`src/rtl/isb_pkg.sv`:
```
// rtl/isb_pkg.sv - shared types and default widths for the writeback stage
package isb_pkg;

    localparam int DATA_W = 16;
    localparam int REG_W  = 4;

    typedef enum logic [1:0] {
        RUN    = 2'd0,
        DRAIN  = 2'd1,
        HALTED = 2'd2
    } wb_state_t;

    typedef struct packed {
        logic              wen;
        logic [REG_W-1:0]  rt;
        logic [DATA_W-1:0] res;
        logic              halt;
    } wb_entry_t;

endpackage

```
`src/rtl/wb_skid_fifo.sv`:
```
// rtl/wb_skid_fifo.sv - two-entry in-order buffer between memory and writeback
module wb_skid_fifo
    import isb_pkg::*;
(
    input  logic       clk,
    input  logic       rst_n,
    input  logic       i_push,
    input  logic       i_pop,
    input  logic       i_clear,
    input  wb_entry_t  i_data,
    output logic [1:0] o_count,
    output wb_entry_t  o_head
);

    wb_entry_t  r_mem [2];
    logic       r_rd;
    logic       r_wr;
    logic [1:0] r_count;

    // Callers only push when count<2 and pop when count>0; clear wins over both.
    always_ff @(posedge clk or negedge rst_n) begin
        if (!rst_n) begin
            r_rd    <= 1'b0;
            r_wr    <= 1'b0;
            r_count <= 2'd0;
        end else if (i_clear) begin
            r_rd    <= 1'b0;
            r_wr    <= 1'b0;
            r_count <= 2'd0;
        end else begin
            if (i_push) r_wr <= ~r_wr;
            if (i_pop)  r_rd <= ~r_rd;
            r_count <= r_count + {1'b0, i_push} - {1'b0, i_pop};
        end
    end

    always_ff @(posedge clk) begin
        if (i_push && !i_clear) r_mem[r_wr] <= i_data;
    end

    assign o_count = r_count;
    assign o_head  = r_mem[r_rd];

endmodule

```
`src/rtl/wb_stage.sv`:
```
// rtl/wb_stage.sv - writeback stage: buffered retirement, register write port, halt drain
module wb_stage
    import isb_pkg::*;
#(
    parameter int DATA_W     = isb_pkg::DATA_W,
    parameter int REG_W      = isb_pkg::REG_W,
    parameter int HALT_DRAIN = 2
) (
    input  logic              clk,
    input  logic              rst_n,
    input  logic              M_v,
    output logic              M_ready,
    input  logic              M_wen,
    input  logic [REG_W-1:0]  M_rt,
    input  logic [DATA_W-1:0] M_res,
    input  logic              M_halt,
    input  logic              flush,
    input  logic              rf_busy,
    output logic              W_v,
    output logic              W_wen,
    output logic [REG_W-1:0]  W_rt,
    output logic [DATA_W-1:0] W_data,
    output logic              isHalt
);

    wb_state_t  r_state;
    wb_state_t  w_state_nxt;
    logic [3:0] r_drain_cnt;

    logic       w_run;
    logic       w_flush;
    logic       w_push;
    logic       w_retire;
    logic       w_halt_retire;
    logic [1:0] w_count;
    wb_entry_t  w_head;
    wb_entry_t  w_in;

    assign w_run         = (r_state == RUN);
    assign w_flush       = w_run && flush;
    assign w_push        = M_v && M_ready;
    assign w_retire      = (w_count != 2'd0) && w_run && !flush && (!w_head.wen || !rf_busy);
    assign w_halt_retire = w_retire && w_head.halt;

    // Entry fields take the package widths, which are the parameter defaults.
    assign w_in = '{wen: M_wen, rt: M_rt, res: M_res, halt: M_halt};

    // A retiring halt also clears, dropping anything queued or arriving behind it.
    wb_skid_fifo u_fifo (
        .clk     (clk),
        .rst_n   (rst_n),
        .i_push  (w_push),
        .i_pop   (w_retire),
        .i_clear (w_flush || w_halt_retire),
        .i_data  (w_in),
        .o_count (w_count),
        .o_head  (w_head)
    );

    always_ff @(posedge clk or negedge rst_n) begin
        if (!rst_n) begin
            r_state     <= RUN;
            r_drain_cnt <= 4'd0;
        end else begin
            r_state <= w_state_nxt;
            if (w_halt_retire)
                r_drain_cnt <= 4'(HALT_DRAIN - 1);
            else if (r_state == DRAIN && r_drain_cnt != 4'd0)
                r_drain_cnt <= r_drain_cnt - 4'd1;
        end
    end

    always_comb begin
        w_state_nxt = r_state;
        case (r_state)
            RUN:     if (w_halt_retire) w_state_nxt = DRAIN;
            DRAIN:   if (r_drain_cnt == 4'd0) w_state_nxt = HALTED;
            HALTED:  w_state_nxt = HALTED;
            default: w_state_nxt = RUN;
        endcase
    end

    always_comb begin
        M_ready = (w_count < 2'd2) && w_run && !flush;
        isHalt  = (r_state == HALTED);
    end

    // Write enable drops whenever nothing retires so the port never rewrites stale data.
    always_ff @(posedge clk or negedge rst_n) begin
        if (!rst_n) begin
            W_v    <= 1'b0;
            W_wen  <= 1'b0;
            W_rt   <= '0;
            W_data <= '0;
        end else begin
            W_v   <= w_retire;
            W_wen <= w_retire && w_head.wen && (w_head.rt != '0);
            if (w_retire) begin
                W_rt   <= w_head.rt;
                W_data <= w_head.res;
            end
        end
    end

endmodule

```
`config.mk`:
```
export PLATFORM = sky130hd
export DESIGN_NAME = wb_stage
export DESIGN_NICKNAME = d
export VERILOG_FILES = /design/src/rtl/isb_pkg.sv /design/src/rtl/wb_skid_fifo.sv /design/src/rtl/wb_stage.sv
export SDC_FILE = /design/constraint.sdc
export NUM_CORES = 1
export LEC_CHECK = 0
export ABC_AREA = 0
export BUFFER_PORTS_ARGS = -buffer_cell sky130_fd_sc_hd__buf_2
export CAP_MARGIN = 5
export CORE_UTILIZATION = 48
export DETAILED_ROUTE_END_ITERATION = 10
export GPL_ROUTABILITY_DRIVEN = 0
export GPL_TIMING_DRIVEN = 0
export PLACE_DENSITY = 0.73
export SLEW_MARGIN = 20
export SYNTH_ARGS = -nofsm -noshare
export SYNTH_HDL_FRONTEND = slang
export SYNTH_SLANG_ARGS = --single-unit
```
`constraint.sdc`:
```
create_clock -name clk -period 3.33 [get_ports clk]
set_input_delay 0 -clock clk [delete_from_list [all_inputs] [get_ports clk]]
set_output_delay 0 -clock clk [all_outputs]
set_load 0.01 [all_outputs]
```
==> flow_summary.yaml, run 1 <==
floorplan:
  fp.coreArea_um2: 5960
  start_util: 0.498
  dieArea_um2: 6490
  die_w_um: 80.6
  num_rows: 28
  io_pins: 51
  dieHeight_um: 80.6
cells_and_area:
  drive_above_1_share: 0.271
  regArea_um2: 2120
  nets: 325
  area_growth_pct: 26.9
  fill_cells: 484
  multiInputGateArea_um2: 781
  diodes: 0
power_and_ir_drop:
  power_w: 0.00276
  p_sw_w: 0.000882
  p_per_area_nw_per_um2: 734
  seqPwrFrac: 0.484
  p_clk_frac: 0.218
  p_leak_nw: 1.53
  swShare: 0.319
  p_comb_frac: 0.299
  p_int_w: 0.00188
  ir_worst_vdd_uv: 386
critical_path:
  critPathMostFrequentCell: "buf_6"
  cp_top_family: "simple AND/OR/NAND/NOR gates"
  reg2regPathDepth: 8
  startpoint_type: "flop"
  critPathArrivalTime_ns: 2.95
  rrSetupSlack_ns: 0.44
  cp_slowest_cell: "nor3_2"
  end_kind: "flop"
  worst-path-buf-inv: 4
  r2r-end: "u_fifo.r_mem[1][4]"
  worstPathRequired_ns: 3.39
  crit_cells: 8
  worst-setup-path-type: "reg2reg"
  r2r-start: "r_state[0]"
  path_max_fanout: 9
  slowest_delay_ns: 0.66
  path_cells: "inv_1, ha_1, nand2b_1, or3b_2, clkbuf_1, nor3_2, buf_6, buf_6"
route:
  drt_wl_total_um: 5290
  vias: 1854
  drtAntennaViolNets: 0
  wl_per_cell_um: 14.3
  drcViolationCount: 0
  drt_iter0_drc: 87
  drtPass1Iterations: 4
  vias_per_cell: 5.01
placement:
  dp_hpwl_um: 3440
  pre_cts_ws_ns: 0.453
  port_buffers: 50
sta:
  finClkSkew_ns: 0.00854
  worstMarginPinSlew_ns: 0.787
  slew_violations: 0
  timing.final.hold_violations: 0
  period_share: 0.868
  setup_slack_ns: 0.439
  timing.fmax_ghz: 0.346
  setup_viol: 0
  rsz0062_at_grt: "false"
  period_needed_ns: 2.89
  relSlewSlack: 0.473
global_route:
  grt_pass1_wl_um: 8600
  grt_pass1_vias: 1916
  overflow: 0
  grt_use_met3: 0.0341
  antenna_found_initial: 0
  met1_usage: 0.219
  grt_max_degree: 33
  grt_usage: 0.184
  top_usage_layer: "met2"
  grt_use_met2: 0.314
logic_synthesis:
  synth.ff_latch_count: 76
  synth_top_area_cell: "edfxtp_1"
  ys_warn_count: 0
  synth.area.top_cells: "edfxtp_1 (45%), dfrtp_1 (27%), mux2i_1 (7.1%)"
  syn_nets: 237
  synth_cells: 202
  synth_most_common_cell: "edfxtp_1"
  synthFlopType: "edfxtp_1"
  avgSynthCellArea_um2: 14.7
  netlist_area_um2: 2960
  synth_top_area_share: 0.446
  async_flop_share: 0.421
  ys_seq_area_frac: 0.716
  synth_edf_count: 44
  synth_common_cells: "edfxtp_1 (44), dfrtp_1 (32), nor2_1 (28)"
  yosys.cell_types.count: 31
clock_tree:
  cts_resized: 0
  cts_buffer_depth: 2
  cts_sinks: 76
  cts_hold_buf: 23
  tritoncts: "done"
  cts_setup_buffers: 0
  cts_buffers: 9
  clock_latency_ns: 0.34
  htreeDepth: 3
  clk_pin_slew_ns: 0.07
  cts-root-buf: "clkbuf_8"
hold_path:
  worstHoldEndpoint: "u_fifo.o_count[0]"
  worstHoldStart: "flush"
  hold_class: "in2reg"
  min_delay_path_depth: 3
flow_run:
  maxCapViolCount: 0
status:
  status: "finished clean"
placed cells by master (no fill, tap or decap), drive strengths merged:
master,n
a2111o,1
a211oi,3
a21oi,23
and2,1
and3,1
buf,58
clkbuf,15
clkinv,5
dfrtp,32
dlygate4sd3,23
edfxtp,44
ha,8
inv,8
mux2,3
mux2i,21
nand2,3
nand2b,1
nand3,1
nand3b,1
nor2,28
nor2b,1
nor3,2
o21ai,2
o41ai,1
or3,1
or3b,1
or4,1
xnor2,5
xor2,1
power groups by stage:
stage	Clock [W]	Sequential (W)	Combinational [W]
floorplan	0	0.00140	0.000473
global placement	0	0.00135	0.000770
detailed placement	0	0.00135	0.000811
CTS	0.000608	0.00134	0.000835
global route	0.000646	0.00136	0.000930
finish	0.000601	0.00134	0.000825
sequential cells by signal, indices dropped and copies added, names as in the netlist:
name            flops
W_v                 1
u_fifo.r_rd         1
r_state             2
W_data             16
W_wen               1
u_fifo.o_count      2
u_fifo.r_wr         1
u_fifo.r_mem       44
r_drain_cnt         4
W_rt                4
layout make-up:
| cell class | instances | share of cell area |
|---|---|---|
| plain buffers | 8 | 0.0110 |
| flip-flops and latches | 76 | 0.564 |
| well taps | 75 | 0.0249 |
| clock buffers | 11 | 0.0376 |
| clock inverters | 5 | 0.00732 |
| repair buffers | 77 | 0.140 |
| multi-input cells | 110 | 0.208 |
| inverters | 8 | 0.00798 |
layer usage:
metal	share of wire	wire [um]
met3	0.032	168
met4	0.020	107
met5	0	0
met2	0.53	2800
met1	0.42	2210
per-stage QoR:
stage                     instance area [um2]  setup TNS, ns  cells   util  hold WS, ns
after floorplan                          2960          -3.67    202      -       -0.296
after global placement                   3310         -44.15    327  0.555       0.0994
after detailed placement                 3360              0    331  0.565        0.101
after CTS                                3760              0    370  0.632       0.0175
after global routing                     3760              0    370  0.632       0.0305
final                                    3760              0    370  0.632       0.0292
worst max path at each step:
stage	end	start
floorplan	u_fifo.r_mem[0][0]	r_state[0]
global placement	u_fifo.r_mem[1][12]	r_state[0]
detailed placement	u_fifo.r_mem[0][2]	r_state[0]
CTS	u_fifo.r_mem[0][4]	r_state[0]
global route	u_fifo.r_mem[0][4]	r_state[0]
finish	u_fifo.r_mem[1][4]	r_state[0]
worst register-to-register path, stage by stage, from the launching register on:
cell and delay, ns:
dfrtp_1 0.40, inv_1 0.11, ha_1 0.23, nand2b_1 0.16
or3b_2 0.49, clkbuf_1 0.16, nor3_2 0.66, buf_6 0.24
buf_6 0.14
kinds of logic after synthesis:
family | after synthesis | synth area share
buffers and inverters | 16 | 0.0241
adders and majority gates | 8 | 0.0338
AOI/OAI and AO/OA | 30 | 0.0621
DFF | 76 | 0.716
and+or+nand+nor | 42 | 0.0629
muxes | 24 | 0.0836
xor gates and xnor gates | 6 | 0.0177
Note: power is estimated with default switching activity, not from simulation.
==> inputs of run 2 (changes only) <==
--- a/config.mk
+++ b/config.mk
@@ -7,13 +7,14 @@
 export LEC_CHECK = 0
 export ABC_AREA = 0
 export BUFFER_PORTS_ARGS = -buffer_cell sky130_fd_sc_hd__buf_2
-export CAP_MARGIN = 5
-export CORE_UTILIZATION = 48
+export CAP_MARGIN = 40
+export CORE_UTILIZATION = 44
 export DETAILED_ROUTE_END_ITERATION = 10
 export GPL_ROUTABILITY_DRIVEN = 0
 export GPL_TIMING_DRIVEN = 0
-export PLACE_DENSITY = 0.73
+export PLACE_DENSITY = 0.67
 export SLEW_MARGIN = 20
 export SYNTH_ARGS = -nofsm -noshare
 export SYNTH_HDL_FRONTEND = slang
+export SYNTH_HIERARCHICAL = 1
 export SYNTH_SLANG_ARGS = --single-unit
==> flow_summary.yaml, run 2 <==
logic_synthesis:
  ys_warn_count: 6
  synth_common_cells: "edfxtp_1 (44), dfrtp_1 (32), mux2_2 (24)"
  synthFlopType: "edfxtp_1"
  async_flop_share: 0.421
  synth_most_common_cell: "edfxtp_1"
  synth.ff_latch_count: 76
  avgSynthCellArea_um2: 17.4
  synth.area.top_cells: "edfxtp_1 (42%), dfrtp_1 (25%), mux2_4 (8.5%)"
  yosys.cell_types.count: 33
  ys_seq_area_frac: 0.671
  synth_top_area_share: 0.418
  synth_cells: 182
  synth_top_area_cell: "edfxtp_1"
  syn_nets: 216
  synth_edf_count: 44
  netlist_area_um2: 3160
clock_tree:
  clk_pin_slew_ns: 0.08
  cts_setup_buffers: 0
  clock_latency_ns: 0.35
  tritoncts: "done"
  cts-root-buf: "clkbuf_8"
  cts_sinks: 76
  cts_buffers: 9
  cts_hold_buf: 23
  cts_buffer_depth: 2
  htreeDepth: 3
  cts_resized: 0
cells_and_area:
  top_register: "u_fifo/r_mem"
  drive_above_1_share: 0.449
  fill_cells: 549
  area_growth_pct: 27.8
  top_regs: "u_fifo/r_mem x44, W_data x16"
  largest_reg_flops: 44
  nets: 303
  design_area_um2: 4040
  final_common_cell: "buf_2"
  final_cell_mix: "buf_2 (50), edfxtp_1 (44), dfrtp_1 (32)"
  diodes: 0
  instances_no_fill: 370
floorplan:
  dieArea_um2: 7530
  start_util: 0.460
  io_pins: 51
  dieHeight_um: 86.8
  die_w_um: 86.8
  num_rows: 30
  fp.coreArea_um2: 6870
critical_path:
  path_cells: "mux2_2, and2_1, or3_4, buf_6, buf_12, inv_1, ha_1, inv_1, ha_1, xnor3_1, nor2_1"
  startpoint_type: "flop"
  worst-setup-path-type: "reg2reg"
  worstPathRequired_ns: 3.61
  cp_slowest_cell: "dfrtp_1"
  reg2regPathDepth: 11
  r2r-end: "u_fifo/o_count[1]"
  r2r-start: "u_fifo/r_rd"
  rrSetupSlack_ns: 0.54
  end_kind: "flop"
  worst-path-buf-inv: 4
  critPathArrivalTime_ns: 3.07
  cp_top_family: "simple AND/OR/NAND/NOR gates"
  slowest_delay_ns: 0.48
  path_max_fanout: 10
route:
  drcViolationCount: 0
  wl_per_cell_um: 14.4
  drtAntennaViolNets: 0
  vias: 1756
  drt_wl_total_um: 5330
  drt_iter0_drc: 75
  vias_per_cell: 4.75
  drtPass1Iterations: 4
power_and_ir_drop:
  p_leak_nw: 1.73
  power_w: 0.00308
  p_per_area_nw_per_um2: 760
  ir_worst_vdd_uv: 364
hold_path:
  worstHoldStart: "flush"
  min_delay_path_depth: 3
  worstHoldEndpoint: "r_state[0]"
  hold_class: "in2reg"
global_route:
  grt_usage: 0.156
  top_usage_layer: "met2"
  grt_use_met3: 0.0638
  grt_use_met2: 0.253
  grt_max_degree: 33
  overflow: 0
  met1_usage: 0.187
  grt_pass1_vias: 1770
  antenna_found_initial: 0
  grt_pass1_wl_um: 8420
sta:
  setup_tns_ns: 0
  slew_violations: 0
  worstMarginPinSlew_ns: 0.559
  period_share: 0.838
  whs_ns: 0.0583
  relSlewSlack: 0.625
  finClkSkew_ns: 0.00677
  period_needed_ns: 2.79
  timing.fmax_ghz: 0.358
  rsz0062_at_grt: "false"
  timing.final.hold_violations: 0
  setup_viol: 0
placement:
  placed_cells: 330
  dp_hpwl_um: 3560
  dpl_cell_area_um2: 3570
  port_buffers: 50
flow_run:
  maxCapViolCount: 0
status:
  status: "finished clean"
## run 2: cell type report
class / instances / area (um2) / share of cell area
flip-flops and latches: 76 / 2120 / 0.525
plain buffers: 6 / 78.8 / 0.0195
multi-input cells: 92 / 943 / 0.233
well taps: 96 / 120 / 0.0297
repair buffers: 76 / 534 / 0.132
inverters: 8 / 30.0 / 0.00743
clock buffers: 9 / 124 / 0.0306
clock inverters: 7 / 91.3 / 0.0226
## run 2: per-stage QoR
stage / setup slack (ns) / utilization
finish: 0.540 / 0.589
global route: 0.400 / 0.589
CTS: 0.520 / 0.585
detailed placement: 0.579 / 0.520
global placement: -0.00735 / 0.515
floorplan: 0.712 / -
## run 2: metal layers
| layer | wire [um] | vias up |
|---|---|---|
| li1 | - | 851 |
| met1 | 2410 | 850 |
| met2 | 2600 | 44 |
| met3 | 240 | 11 |
| met4 | 81 | 0 |
| met5 | 0 | - |
## run 2: logic make-up after synthesis
logic type / count (synthesis) / synth area share
muxes: 42 / 0.171
buffers and inverters: 14 / 0.0344
adders and majority gates: 7 / 0.0277
DFF: 76 / 0.671
AOI/OAI and AO/OA: 15 / 0.0336
xor gates and xnor gates: 4 / 0.0154
and+or+nand+nor: 24 / 0.0471
## run 2: how the worst max path moves through the flow
stage,slack (ns),end,cells past startpoint,start
final,0.54,u_fifo/o_count[1],11,u_fifo/r_rd
after floorplan,0.71,u_fifo/r_mem[0][0],5,u_fifo/r_rd
after global routing,0.40,u_fifo/o_count[1],11,u_fifo/r_rd
after detailed placement,0.58,u_fifo/o_count[1],11,u_fifo/r_rd
after global placement,-0.007,u_fifo/r_mem[0][5],5,u_fifo/r_rd
after CTS,0.52,u_fifo/o_count[1],11,u_fifo/r_rd
## run 2: power by group
| part | internal [W] | switching (W) |
|---|---|---|
| Sequential | 0.00123 | 0.000134 |
| Combinational | 0.000539 | 0.000429 |
| Clock | 0.000418 | 0.000326 |
## run 2: tightest hold or removal path, cell delays in order
cell and delay (ns):
buf_2 0.13, o311ai_0 0.14, o211ai_1 0.10
